<file path="src/rtl/m_wb_uart_if.sv">
// ============================================================================
// Module  : m_wb_uart_if
// Brief   : Wishbone B4 classic bus bundle between the core (master) and the UART (slave).
// Rev     : 1.0  initial release
// ============================================================================
`default_nettype none
`timescale 1ns/1ps

interface m_wb_uart_if;
  logic        CYC_I;
  logic        STB_I;
  logic        WE_I;
  logic        ADR_I;
  logic [31:0] DAT_I;
  logic [31:0] DAT_O;
  logic        ACK_O;

  modport master (
    output CYC_I, STB_I, WE_I, ADR_I, DAT_I,
    input  DAT_O, ACK_O
  );

  modport slave (
    input  CYC_I, STB_I, WE_I, ADR_I, DAT_I,
    output DAT_O, ACK_O
  );
endinterface

`default_nettype wire

</file>
<file path="src/rtl/m_wb_uart.sv">
// ============================================================================
// Module  : m_wb_uart
// Brief   : Wishbone responder UART, 8N1, fixed baud divisor, small RX FIFO.
//           Optional macro UART_IRQ_EN adds the irq output and the rxie bit.
// Rev     : 1.0  initial release
// ============================================================================
`default_nettype none
`timescale 1ns/1ps

module m_wb_uart #(
  parameter int BAUDDIV    = 104,
  parameter int RXFIFOLOG2 = 2
) (
  input  logic          CLK_I,
  input  logic          RST_I,
  m_wb_uart_if.slave    wb,
  input  logic          usartRX,
  output logic          usartTX
`ifdef UART_IRQ_EN
  ,
  output logic          irq
`endif
);

  localparam int CW    = (BAUDDIV > 1) ? $clog2(BAUDDIV) : 1;
  localparam int DEPTH = 1 << RXFIFOLOG2;
  localparam int NW    = RXFIFOLOG2 + 1;
  localparam logic [CW-1:0] c_last  = CW'(BAUDDIV - 1);
  localparam logic [CW-1:0] c_half  = CW'(BAUDDIV / 2 - 1);
  localparam logic [NW-1:0] c_depth = NW'(DEPTH);

  typedef enum logic [1:0] {TX_IDLE, TX_START, TX_DATA, TX_STOP} tx_state_t;
  typedef enum logic [2:0] {RX_IDLE, RX_START, RX_DATA, RX_STOP, RX_WAIT} rx_state_t;

  logic                  r_ack;
  logic [31:0]           r_dat;
  tx_state_t             r_tx_state, w_tx_nxt;
  logic [CW-1:0]         r_tx_cnt, w_tx_cnt_nxt;
  logic [2:0]            r_tx_bit, w_tx_bit_nxt;
  logic [7:0]            r_tx_sh, w_tx_sh_nxt;
  logic                  r_txd, w_txd_nxt;
  logic                  r_rx_s1, r_rx_s2, r_rx_d;
  rx_state_t             r_rx_state, w_rx_nxt;
  logic [CW-1:0]         r_rx_cnt, w_rx_cnt_nxt;
  logic [2:0]            r_rx_bit, w_rx_bit_nxt;
  logic [7:0]            r_rx_sh, w_rx_sh_nxt;
  logic                  w_rx_done, w_ferr_set;
  logic [7:0]            r_mem [DEPTH];
  logic [RXFIFOLOG2-1:0] r_wptr, r_rptr;
  logic [NW-1:0]         r_cnt, w_cnt_nxt;
  logic                  r_ovr, r_ferr;
  logic                  w_rxie;
  logic [31:0]           w_rd_word;

  wire w_access   = wb.CYC_I & wb.STB_I & ~r_ack;
  wire w_wr_data  = w_access &  wb.WE_I & ~wb.ADR_I;
  wire w_rd_data  = w_access & ~wb.WE_I & ~wb.ADR_I;
  wire w_wr_stat  = w_access &  wb.WE_I &  wb.ADR_I;
  wire w_empty    = (r_cnt == '0);
  wire w_full     = (r_cnt == c_depth);
  wire w_pop      = w_rd_data & ~w_empty;
  wire w_push     = w_rx_done & (~w_full | w_pop);
  wire w_ovr_set  = w_rx_done & w_full & ~w_pop;
  wire w_txbusy   = (r_tx_state != TX_IDLE);
  wire w_unused   = ^wb.DAT_I;

  assign wb.ACK_O = r_ack;
  assign wb.DAT_O = r_dat;
  assign usartTX  = r_txd;

  always_comb begin
    w_tx_nxt     = r_tx_state;
    w_tx_cnt_nxt = r_tx_cnt + CW'(1);
    w_tx_bit_nxt = r_tx_bit;
    w_tx_sh_nxt  = r_tx_sh;
    case (r_tx_state)
      TX_IDLE: begin
        w_tx_cnt_nxt = '0;
        if (w_wr_data) begin
          w_tx_nxt    = TX_START;
          w_tx_sh_nxt = wb.DAT_I[7:0];
        end
      end
      TX_START: if (r_tx_cnt == c_last) begin
        w_tx_cnt_nxt = '0;
        w_tx_bit_nxt = '0;
        w_tx_nxt     = TX_DATA;
      end
      TX_DATA: if (r_tx_cnt == c_last) begin
        w_tx_cnt_nxt = '0;
        w_tx_sh_nxt  = {1'b0, r_tx_sh[7:1]};
        w_tx_bit_nxt = r_tx_bit + 3'd1;
        if (r_tx_bit == 3'd7) w_tx_nxt = TX_STOP;
      end
      TX_STOP: if (r_tx_cnt == c_last) begin
        w_tx_cnt_nxt = '0;
        w_tx_nxt     = TX_IDLE;
      end
      default: w_tx_nxt = TX_IDLE;
    endcase
    // Line level is registered from the next state so usartTX never glitches.
    case (w_tx_nxt)
      TX_START: w_txd_nxt = 1'b0;
      TX_DATA:  w_txd_nxt = w_tx_sh_nxt[0];
      default:  w_txd_nxt = 1'b1;
    endcase
  end

  always_comb begin
    w_rx_nxt     = r_rx_state;
    w_rx_cnt_nxt = r_rx_cnt + CW'(1);
    w_rx_bit_nxt = r_rx_bit;
    w_rx_sh_nxt  = r_rx_sh;
    w_rx_done    = 1'b0;
    w_ferr_set   = 1'b0;
    case (r_rx_state)
      RX_IDLE: begin
        w_rx_cnt_nxt = '0;
        if (r_rx_d & ~r_rx_s2) w_rx_nxt = RX_START;
      end
      RX_START: if (r_rx_cnt == c_half) begin
        w_rx_cnt_nxt = '0;
        w_rx_bit_nxt = '0;
        w_rx_nxt     = r_rx_s2 ? RX_IDLE : RX_DATA;
      end
      RX_DATA: if (r_rx_cnt == c_last) begin
        w_rx_cnt_nxt = '0;
        w_rx_sh_nxt  = {r_rx_s2, r_rx_sh[7:1]};
        w_rx_bit_nxt = r_rx_bit + 3'd1;
        if (r_rx_bit == 3'd7) w_rx_nxt = RX_STOP;
      end
      RX_STOP: if (r_rx_cnt == c_last) begin
        w_rx_cnt_nxt = '0;
        w_rx_done    = r_rx_s2;
        w_ferr_set   = ~r_rx_s2;
        w_rx_nxt     = r_rx_s2 ? RX_IDLE : RX_WAIT;
      end
      RX_WAIT: begin
        w_rx_cnt_nxt = '0;
        if (r_rx_s2) w_rx_nxt = RX_IDLE;
      end
      default: w_rx_nxt = RX_IDLE;
    endcase
  end

  always_comb begin
    w_cnt_nxt = r_cnt;
    if (w_push & ~w_pop)      w_cnt_nxt = r_cnt + NW'(1);
    else if (w_pop & ~w_push) w_cnt_nxt = r_cnt - NW'(1);
    if (wb.ADR_I)
      w_rd_word = {27'b0, w_rxie, r_ferr, r_ovr, ~w_empty, w_txbusy};
    else if (w_empty)
      w_rd_word = 32'b0;
    else
      w_rd_word = {23'b0, 1'b1, r_mem[r_rptr]};
  end

  always_ff @(posedge CLK_I) begin
    if (w_push) r_mem[r_wptr] <= r_rx_sh;
  end

  always_ff @(posedge CLK_I or posedge RST_I) begin
    if (RST_I) begin
      r_ack      <= 1'b0;
      r_dat      <= '0;
      r_tx_state <= TX_IDLE;
      r_tx_cnt   <= '0;
      r_tx_bit   <= '0;
      r_tx_sh    <= '0;
      r_txd      <= 1'b1;
      r_rx_s1    <= 1'b1;
      r_rx_s2    <= 1'b1;
      r_rx_d     <= 1'b1;
      r_rx_state <= RX_IDLE;
      r_rx_cnt   <= '0;
      r_rx_bit   <= '0;
      r_rx_sh    <= '0;
      r_wptr     <= '0;
      r_rptr     <= '0;
      r_cnt      <= '0;
      r_ovr      <= 1'b0;
      r_ferr     <= 1'b0;
    end else begin
      r_ack      <= w_access;
      r_dat      <= (w_access & ~wb.WE_I) ? w_rd_word : 32'b0;
      r_tx_state <= w_tx_nxt;
      r_tx_cnt   <= w_tx_cnt_nxt;
      r_tx_bit   <= w_tx_bit_nxt;
      r_tx_sh    <= w_tx_sh_nxt;
      r_txd      <= w_txd_nxt;
      r_rx_s1    <= usartRX;
      r_rx_s2    <= r_rx_s1;
      r_rx_d     <= r_rx_s2;
      r_rx_state <= w_rx_nxt;
      r_rx_cnt   <= w_rx_cnt_nxt;
      r_rx_bit   <= w_rx_bit_nxt;
      r_rx_sh    <= w_rx_sh_nxt;
      r_cnt      <= w_cnt_nxt;
      if (w_push) r_wptr <= r_wptr + 1'b1;
      if (w_pop)  r_rptr <= r_rptr + 1'b1;
      // A new flag event outranks a same-edge write-1-to-clear.
      if (w_ovr_set)                       r_ovr  <= 1'b1;
      else if (w_wr_stat & wb.DAT_I[2])    r_ovr  <= 1'b0;
      if (w_ferr_set)                      r_ferr <= 1'b1;
      else if (w_wr_stat & wb.DAT_I[3])    r_ferr <= 1'b0;
    end
  end

`ifdef UART_IRQ_EN
  logic r_rxie, r_irq;
  wire  w_rxie_nxt = w_wr_stat ? wb.DAT_I[4] : r_rxie;
  assign w_rxie = r_rxie;
  assign irq    = r_irq;

  always_ff @(posedge CLK_I or posedge RST_I) begin
    if (RST_I) begin
      r_rxie <= 1'b0;
      r_irq  <= 1'b0;
    end else begin
      r_rxie <= w_rxie_nxt;
      r_irq  <= (w_cnt_nxt != '0) & w_rxie_nxt;
    end
  end
`else
  assign w_rxie = 1'b0;
`endif

endmodule

`default_nettype wire

</file>
<file path="src/flat_wrapper.sv">
// flat-port wrapper written by rule: the top's interface ports become plain ports
module m_wb_uart_flat 
#(
  parameter int BAUDDIV    = 104,
  parameter int RXFIFOLOG2 = 2
)
  (CLK_I, RST_I, usartRX, usartTX, wb_CYC_I, wb_STB_I, wb_WE_I, wb_ADR_I, wb_DAT_I, wb_DAT_O, wb_ACK_O);
  m_wb_uart_if wb_i ();
  input  logic CLK_I;
  input  logic RST_I;
  input  logic usartRX;
  output logic usartTX;
  input wire logic [$bits(wb_i.CYC_I)-1:0] wb_CYC_I;
  input wire logic [$bits(wb_i.STB_I)-1:0] wb_STB_I;
  input wire logic [$bits(wb_i.WE_I)-1:0] wb_WE_I;
  input wire logic [$bits(wb_i.ADR_I)-1:0] wb_ADR_I;
  input wire logic [$bits(wb_i.DAT_I)-1:0] wb_DAT_I;
  output wire logic [$bits(wb_i.DAT_O)-1:0] wb_DAT_O;
  output wire logic [$bits(wb_i.ACK_O)-1:0] wb_ACK_O;
  assign wb_i.CYC_I = wb_CYC_I;
  assign wb_i.STB_I = wb_STB_I;
  assign wb_i.WE_I = wb_WE_I;
  assign wb_i.ADR_I = wb_ADR_I;
  assign wb_i.DAT_I = wb_DAT_I;
  assign wb_DAT_O = wb_i.DAT_O;
  assign wb_ACK_O = wb_i.ACK_O;
  m_wb_uart #(.BAUDDIV(BAUDDIV), .RXFIFOLOG2(RXFIFOLOG2)) u_core (.CLK_I(CLK_I), .RST_I(RST_I), .wb(wb_i), .usartRX(usartRX), .usartTX(usartTX));
endmodule
</file>
<file path="config.mk">
export PLATFORM = sky130hd
export DESIGN_NAME = m_wb_uart_flat
export DESIGN_NICKNAME = d
export VERILOG_FILES = /design/src/rtl/m_wb_uart_if.sv /design/src/rtl/m_wb_uart.sv /design/src/flat_wrapper.sv
export SDC_FILE = /design/constraint.sdc
export NUM_CORES = 1
export LEC_CHECK = 0
export ABC_AREA = 1
export BUFFER_PORTS_ARGS = -buffer_cell sky130_fd_sc_hd__buf_2
export CAP_MARGIN = 30
export CORE_ASPECT_RATIO = 0.9
export CORE_MARGIN = 4
export CORE_UTILIZATION = 51
export CTS_BUF_LIST = sky130_fd_sc_hd__clkbuf_16
export DETAILED_ROUTE_END_ITERATION = 6
export GPL_ROUTABILITY_DRIVEN = 0
export PLACE_DENSITY = 0.86
export RECOVER_POWER = 100
export SLEW_MARGIN = 5
export SYNTH_ARGS = -nofsm -noshare
export SYNTH_HDL_FRONTEND = slang
export SYNTH_SLANG_ARGS = --single-unit
</file>
<file path="constraint.sdc">
create_clock -name CLK_I -period 2.2 [get_ports CLK_I]
set_input_delay 0.44 -clock CLK_I [delete_from_list [all_inputs] [get_ports CLK_I]]
set_output_delay 0.44 -clock CLK_I [all_outputs]
set_load 0.01 [all_outputs]
</file>
==> impl_metrics.csv, run 1 <==
group,metric,value,unit
status,status,"finished, violations left",
status,violations,"max-capacitance violations, max-slew violations, negative setup slack",
drt,vias_per_cell,5.11,
power,cellPowerDensity,903,nW/um^2
global_routing,grt_pass1_wl,14600,um
worst_setup_path,required,2.43,ns
logic_synthesis,synth_seq_area_share,0.569,
sta,hold_violations,0,
die,dieHeight,97.3,um
global_routing,grt.met2_usage,0.307,
clock_tree,cts_buffers,9,
global_routing,met3_usage,0.0239,
sta,fin_ws,-0.0669,ns
layout,syn2layout_area_growth,14.4,%
sta,fin_hold_ws,0.197,ns
drt,drtAntennaViolNets,0,
clock_tree,cts.sinks,96,
place,port_buffers,25,
logic_synthesis,yosysTopAreaCell,"dfrtp_1",
drt,wl,9000,um
power,power.total,0.00466,W
sta,fin_crit,2.27,ns
logic_synthesis,syn-cell-area,4510,sq um
sta,rsz0062_at_grt,"yes",
sta,skew,0.0108,ns
global_routing,grtUsageTotal,0.177,
drt,drc,0,
worst_setup_path,worst-setup-path-type,"reg -> reg",
die,placementRows,32,
sta,min_period_over_period,1.03,
sta,max_freq,441,MHz
worst_setup_path,arrival,2.49,ns
sta,worst_pin_slew,1.56,ns
worst_setup_path,crit_chain,"ha_4 > nand2_4 > nor2_4 > nand2_2 > nor3_4 > nand2_4 > inv_4 > ha_4 > inv_2 > fa_2 > a21oi_2 > o21ai_2 > xor2_1",
die,dieArea,10400,sq um
clock_tree,cts_tree,"built",
logic_synthesis,syn_inst,451,
job,cap_violations,1,
die,initial_core_util,0.524,
layout,nFillCells,641,
power,leakagePower,2.54,nW
layout,n_antenna_cell,0,
drt,initialDrtViolationCount,257,
drt,wl_per_cell,14.3,um
logic_synthesis,yosysUniqueCellTypes,37,
layout,final_util,0.600,
worst_setup_path,end_kind,"flop",
die,core_area,8610,sq um
global_routing,antenna_found_initial,0,
global_routing,overflow,0,
global_routing,grt_pass1_vias,3213,
sta,slew_viol_final,65,
sta,setup-tns-final,-0.0837,ns
global_routing,grt_max_degree,65,
global_routing,grtUsageMet1,0.209,
drt,via_count,3207,
min_path,hp-class,"in -> reg",
clock_tree,cts_max_path_buffers,2,
layout,nets,555,
place,dpl.hpwl,5740,um
worst_setup_path,cp-start-kind,"flop",
worst_setup_path,worst-path-max-fanout,3,
die,fp.dieW,107,um
sta,setup_viol,2,
logic_synthesis,ys_seq_elements,96,
worst_setup_path,r2r_slack,-0.07,ns
logic_synthesis,yosys_warnings,0,
clock_tree,h-tree-depth,3,
place,place_ws,-0.0605,ns
clock_tree,clk_pin_slew,0.07,ns
logic_synthesis,synth_top_area_share,0.333,
drt,drtPass1Iterations,5,
logic_synthesis,synth_area_per_cell,10.0,sq um
sta,relSlewSlack,-0.0401,
logic_synthesis,synth.area.top_cells,"dfrtp_1, edfxtp_1, nand2_1",
power,vdd_drop_max,0.382,mV
worst_setup_path,max_stage_delay,0.40,ns
die,ios,73,
clock_tree,cts_root_buf,"clkbuf_16",
layout,drive_above_1_share,0.189,
clock_tree,clk_latency,0.34,ns
global_routing,grt-busiest-layer,"met2",
worst_setup_path,slowest_stage,"dfrtp_1",
==> sequential cells by signal, summed over array words and instances, names as in the netlist <==
name	cells
u_core.r_mem	32
u_core.wb.DAT_O	9
u_core.r_rx_sh	8
u_core.r_tx_sh	8
u_core.r_rx_cnt	7
u_core.r_tx_cnt	7
u_core.r_cnt	3
u_core.r_rx_bit	3
u_core.r_rx_state	3
u_core.r_tx_bit	3
u_core.r_rptr	2
u_core.r_tx_state	2
u_core.r_wptr	2
u_core.r_ferr	1
u_core.r_ovr	1
u_core.r_rx_d	1
u_core.r_rx_s1	1
u_core.r_rx_s2	1
u_core.usartTX	1
u_core.wb.ACK_O	1
==> cells in the final DEF, fill, tap and decap left out, drive strengths merged, types with 2 or more instances in the layout <==
cell type  netlist  layout
a21oi            6       6
buf             29      36
clkbuf           0      23
conb             1      23
dfrtp           60      60
dfstp            4       4
edfxtp          32      32
ha              11      11
inv             51      55
nand2          101     101
nand3           36      36
nand3b           2       2
nand4            7       7
nor2            56      56
nor3             4       4
o21ai           29      29
o221ai           2       2
o22ai            7       7
xnor2            3       3
xor2             6       6
==> logic make-up after synthesis <==
group           share of synthesized area
other cells                      0.000831
flops                               0.569
simple gates                        0.231
xor+xnor                           0.0175
compound gates                     0.0532
mux                               0.00249
fa+ha+maj                          0.0349
buf+inv                            0.0917
==> repair_timing <==
item                       4_1_cts  5_1_grt
hold buffers                     0        0
setup buffers                    2        4
setup endpoints to repair        2        2
gates resized for setup          5       10
pin swaps                        2        7
==> cell usage after synthesis (all sizes together) <==
library cell  instances
buf                  29
nor2                 56
nand3b                2
inv                  51
dfrtp                60
o21ai                29
ha                   11
mux2                  1
nor3                  4
conb                  1
or2                   1
nor3b                 1
dfstp                 4
nand4                 7
edfxtp               32
o22ai                 7
o221ai                2
a21oi                 6
fa                    1
xor2                  6
xnor2                 3
nand3                36
nand2               101
==> stage by stage <==
stage / cells / cell area, sq um
5_1_grt: 628 / 5170
6_report: 628 / 5170
4_1_cts: 624 / 5160
3_3_place_gp: 606 / 4810
2_1_floorplan: 473 / 4600
3_5_place_dp: 606 / 4810
==> final timing paths <==
check,start,end,cells after the start
min reg2reg,u_core.r_rx_s1$_DFF_PP1_,u_core.r_rx_s2$_DFF_PP1_,0
max,u_core.r_rx_cnt[1]$_DFF_PP0_,u_core.r_cnt[2]$_DFFE_PP0P_,13
min in group asynchronous,RST_I,u_core.r_tx_sh[4]$_DFFE_PP0P_,3
max reg2reg,u_core.r_rx_cnt[1]$_DFF_PP0_,u_core.r_cnt[2]$_DFFE_PP0P_,13
min,usartRX,u_core.r_rx_s1$_DFF_PP1_,1
max in group asynchronous,RST_I,u_core.r_cnt[0]$_DFFE_PP0P_,3
==> metal layers <==
metal / part of all wire / wire (um)
met1: 0.39 / 3530
met2: 0.52 / 4680
met3: 0.056 / 505
met4: 0.032 / 288
met5: 0 / 0
==> power breakdown <==
| group | switching, W | internal [W] |
|---|---|---|
| sequential | 0.000126 | 0.00195 |
| clock | 0.000667 | 0.000953 |
| combinational | 0.000602 | 0.000368 |
==> critical path, delay by kind of cell, from the launching register on <==
family / cells / cell delay (ns)
adders and majority gates: 3 / 0.69
and+or+nand+nor: 5 / 0.56
DFF: 1 / 0.40
AOI/OAI and AO/OA: 2 / 0.27
xor gates and xnor gates: 1 / 0.14
buffers and inverters: 2 / 0.10
==> final cells by class <==
cell class	count	area (sq um)	area share
Sequential cell	96	2570	0.497
Multi-Input combinational cell	297	1650	0.319
Timing Repair Buffer	49	285	0.0552
Clock buffer	10	250	0.0484
Inverter	51	199	0.0385
Tap cell	119	149	0.0288
Clock inverter	6	62.6	0.0121
Note: power is estimated with default switching activity, not from simulation.
==> run 2, diff against run 1 <==
--- a/config.mk
+++ b/config.mk
@@ -16,6 +16,7 @@
 export GPL_ROUTABILITY_DRIVEN = 0
 export PLACE_DENSITY = 0.86
 export RECOVER_POWER = 100
+export SETUP_SLACK_MARGIN = 0.05
 export SLEW_MARGIN = 5
 export SYNTH_ARGS = -nofsm -noshare
 export SYNTH_HDL_FRONTEND = slang
==> impl_metrics.csv, run 2 (synthesis results as in run 1) <==
group,metric,value,unit
drt,initialDrtViolationCount,219,
sta,rsz0062_at_grt,"yes",
worst_setup_path,reg2reg_depth,13,
drt,vias_per_cell,5.04,
layout,layout_common_cells,"nand2_1, dfrtp_1, inv_1, nor2_1, edfxtp_1",
worst_setup_path,r2r_start,"u_core.r_rx_cnt[0]$_DFF_PP0_",
die,dieHeight,97.3,um
global_routing,grt_pass1_wl,14100,um
global_routing,grtUsageMet1,0.210,
sta,hold_violations,0,
worst_setup_path,worst-path-max-fanout,3,
worst_setup_path,r2r_slack,0.09,ns
sta,relSlewSlack,-0.0270,
layout,syn2layout_area_growth,15.1,%
power,cellPowerDensity,907,nW/um^2
global_routing,grt_max_degree,65,
die,dieArea,10400,sq um
drt,via_count,3162,
worst_setup_path,setup.worst_path.start,"u_core.r_rx_cnt[0]$_DFF_PP0_",
sta,slew_viol_final,65,
layout,final_util,0.604,
clock_tree,cts.sinks,96,
clock_tree,h-tree-depth,3,
status,violations,"max-capacitance violations, max-slew violations",
layout,layout_commonest_cell,"nand2_1",
clock_tree,holdBufCountCts,0,
die,ios,73,
drt,wl_per_cell,13.7,um
die,fp.dieW,107,um
sta,setup-tns-final,0,ns
sta,setup_viol,0,
layout,drive_above_1_share,0.222,
power,vdd_drop_max,0.484,mV
worst_setup_path,worst-setup-path-type,"reg -> reg",
clock_tree,cts_max_path_buffers,2,
min_path,hp-class,"in -> reg",
sta,fin_ws,0.0886,ns
job,cap_violations,1,
die,initial_core_util,0.524,
global_routing,grt_pass1_vias,3076,
sta,skew,0.00714,ns
layout,regMostFlops,"u_core.r_mem",
global_routing,antenna_found_initial,0,
sta,worst_pin_slew,1.54,ns
global_routing,met3_usage,0.0272,
power,leakagePower,2.60,nW
clock_tree,clk_latency,0.34,ns
place,place_ws,0.0123,ns
sta,fin_crit,2.11,ns
drt,drtPass1Iterations,4,
drt,drc,0,
sta,max_freq,474,MHz
global_routing,grt-busiest-layer,"met2",
layout,n_antenna_cell,0,
global_routing,grt.met2_usage,0.292,
worst_setup_path,r2r-end,"u_core.r_cnt[2]$_DFFE_PP0P_",
layout,largest_reg_flops,32,
worst_setup_path,arrival,2.34,ns
clock_tree,cts_buffers,9,
global_routing,overflow,0,
clock_tree,clk_pin_slew,0.07,ns
drt,drtAntennaViolNets,0,
die,core_area,8610,sq um
drt,wl,8590,um
place,dpl.hpwl,5680,um
die,placementRows,32,
place,port_buffers,25,
sta,min_period_over_period,0.960,
worst_setup_path,cp-start-kind,"flop",
global_routing,grtUsageTotal,0.170,
clock_tree,cts_tree,"built",
worst_setup_path,required,2.43,ns
worst_setup_path,end_kind,"flop",
status,status,"finished, violations left",
clock_tree,cts_root_buf,"clkbuf_16",
layout,nets,555,
worst_setup_path,endpoint,"u_core.r_cnt[2]$_DFFE_PP0P_",
[run 2: cell count changes in the layout (fill, tap and decap cells not counted), moves of 2 or more]
| cell | previous run | this run |
|---|---|---|
| nor2_1 | 47 | 45 |
| nand2_1 | 91 | 89 |
| inv_1 | 47 | 45 |
| nor2_2 | 2 | 4 |
| nand2_2 | 6 | 9 |
| inv_4 | 4 | 2 |
| clkbuf_1 | 12 | 0 |
| clkinv_4 | 0 | 2 |
| inv_2 | 2 | 4 |
| buf_2 | 14 | 25 |
[run 2: worst max-delay path, cell delays in order (launching register included)]
cell and delay, ns:
dfrtp_1 0.36, ha_2 0.19, nand2_2 0.06, nor2_2 0.10
nand2_2 0.08, nor3_4 0.20, nand2_4 0.07, inv_2 0.07
ha_4 0.12, inv_2 0.05, fa_2 0.35, a21oi_2 0.12
o21ai_1 0.09, xor2_1 0.14
[run 2: how the worst min path moves through the flow]
stage	from	end	cells past startpoint
6_report	usartRX	u_core.r_rx_s1$_DFF_PP1_	1
3_5_place_dp	u_core.r_rx_s1$_DFF_PP1_	u_core.r_rx_s2$_DFF_PP1_	0
5_1_grt	usartRX	u_core.r_rx_s1$_DFF_PP1_	1
3_3_place_gp	u_core.r_rx_s1$_DFF_PP1_	u_core.r_rx_s2$_DFF_PP1_	0
4_1_cts	RST_I	u_core.r_tx_sh[6]$_DFFE_PP0P_	3
2_1_floorplan	u_core.r_rx_s1$_DFF_PP1_	u_core.r_rx_s2$_DFF_PP1_	0
[run 2: through the flow]
step / area [sq um] / power (W) / hold slack (ns) / instances
after global routing: 5200 / 0.00497 / 0.199 / 628
after floorplan: 4610 / 0.00277 / 0.345 / 473
after detailed placement: 4800 / 0.00298 / 0.347 / 605
after global placement: 4800 / 0.00292 / 0.347 / 605
final: 5200 / 0.00472 / 0.200 / 628
after CTS: 5160 / 0.00471 / 0.168 / 624
[run 2: area by class of cell]
class / count / area, sq um
flip-flops and latches: 96 / 2570
multi-input cells: 297 / 1650
repair buffers: 49 / 303
clock inverters: 7 / 103
inverters: 51 / 196
clock buffers: 9 / 225
well taps: 119 / 149
fillers: 676 / 3410
[run 2: timing repair]
| item | in CTS | in global routing |
|---|---|---|
| setup buffers | 3 | 4 |
| endpoints found under the setup margin | 2 | 2 |
| pin swaps | 1 | 0 |
| gates resized for setup | 2 | 8 |
[run 2: where the power goes]
| part | leakage, nW | total, W | switching [W] | internal, W |
|---|---|---|---|---|
| clock | 0.157 | 0.00170 | 0.000690 | 0.00101 |
| combinational | 1.27 | 0.000960 | 0.000589 | 0.000371 |
| sequential | 1.17 | 0.00206 | 0.000111 | 0.00195 |
| total | 2.60 | 0.00472 | 0.00139 | 0.00333 |
[run 2: per-layer routing]
metal / part of all wire / wire length [um]
met1: 0.42 / 3630
met2: 0.51 / 4410
met3: 0.038 / 323
met4: 0.026 / 225
met5: 0 / 0
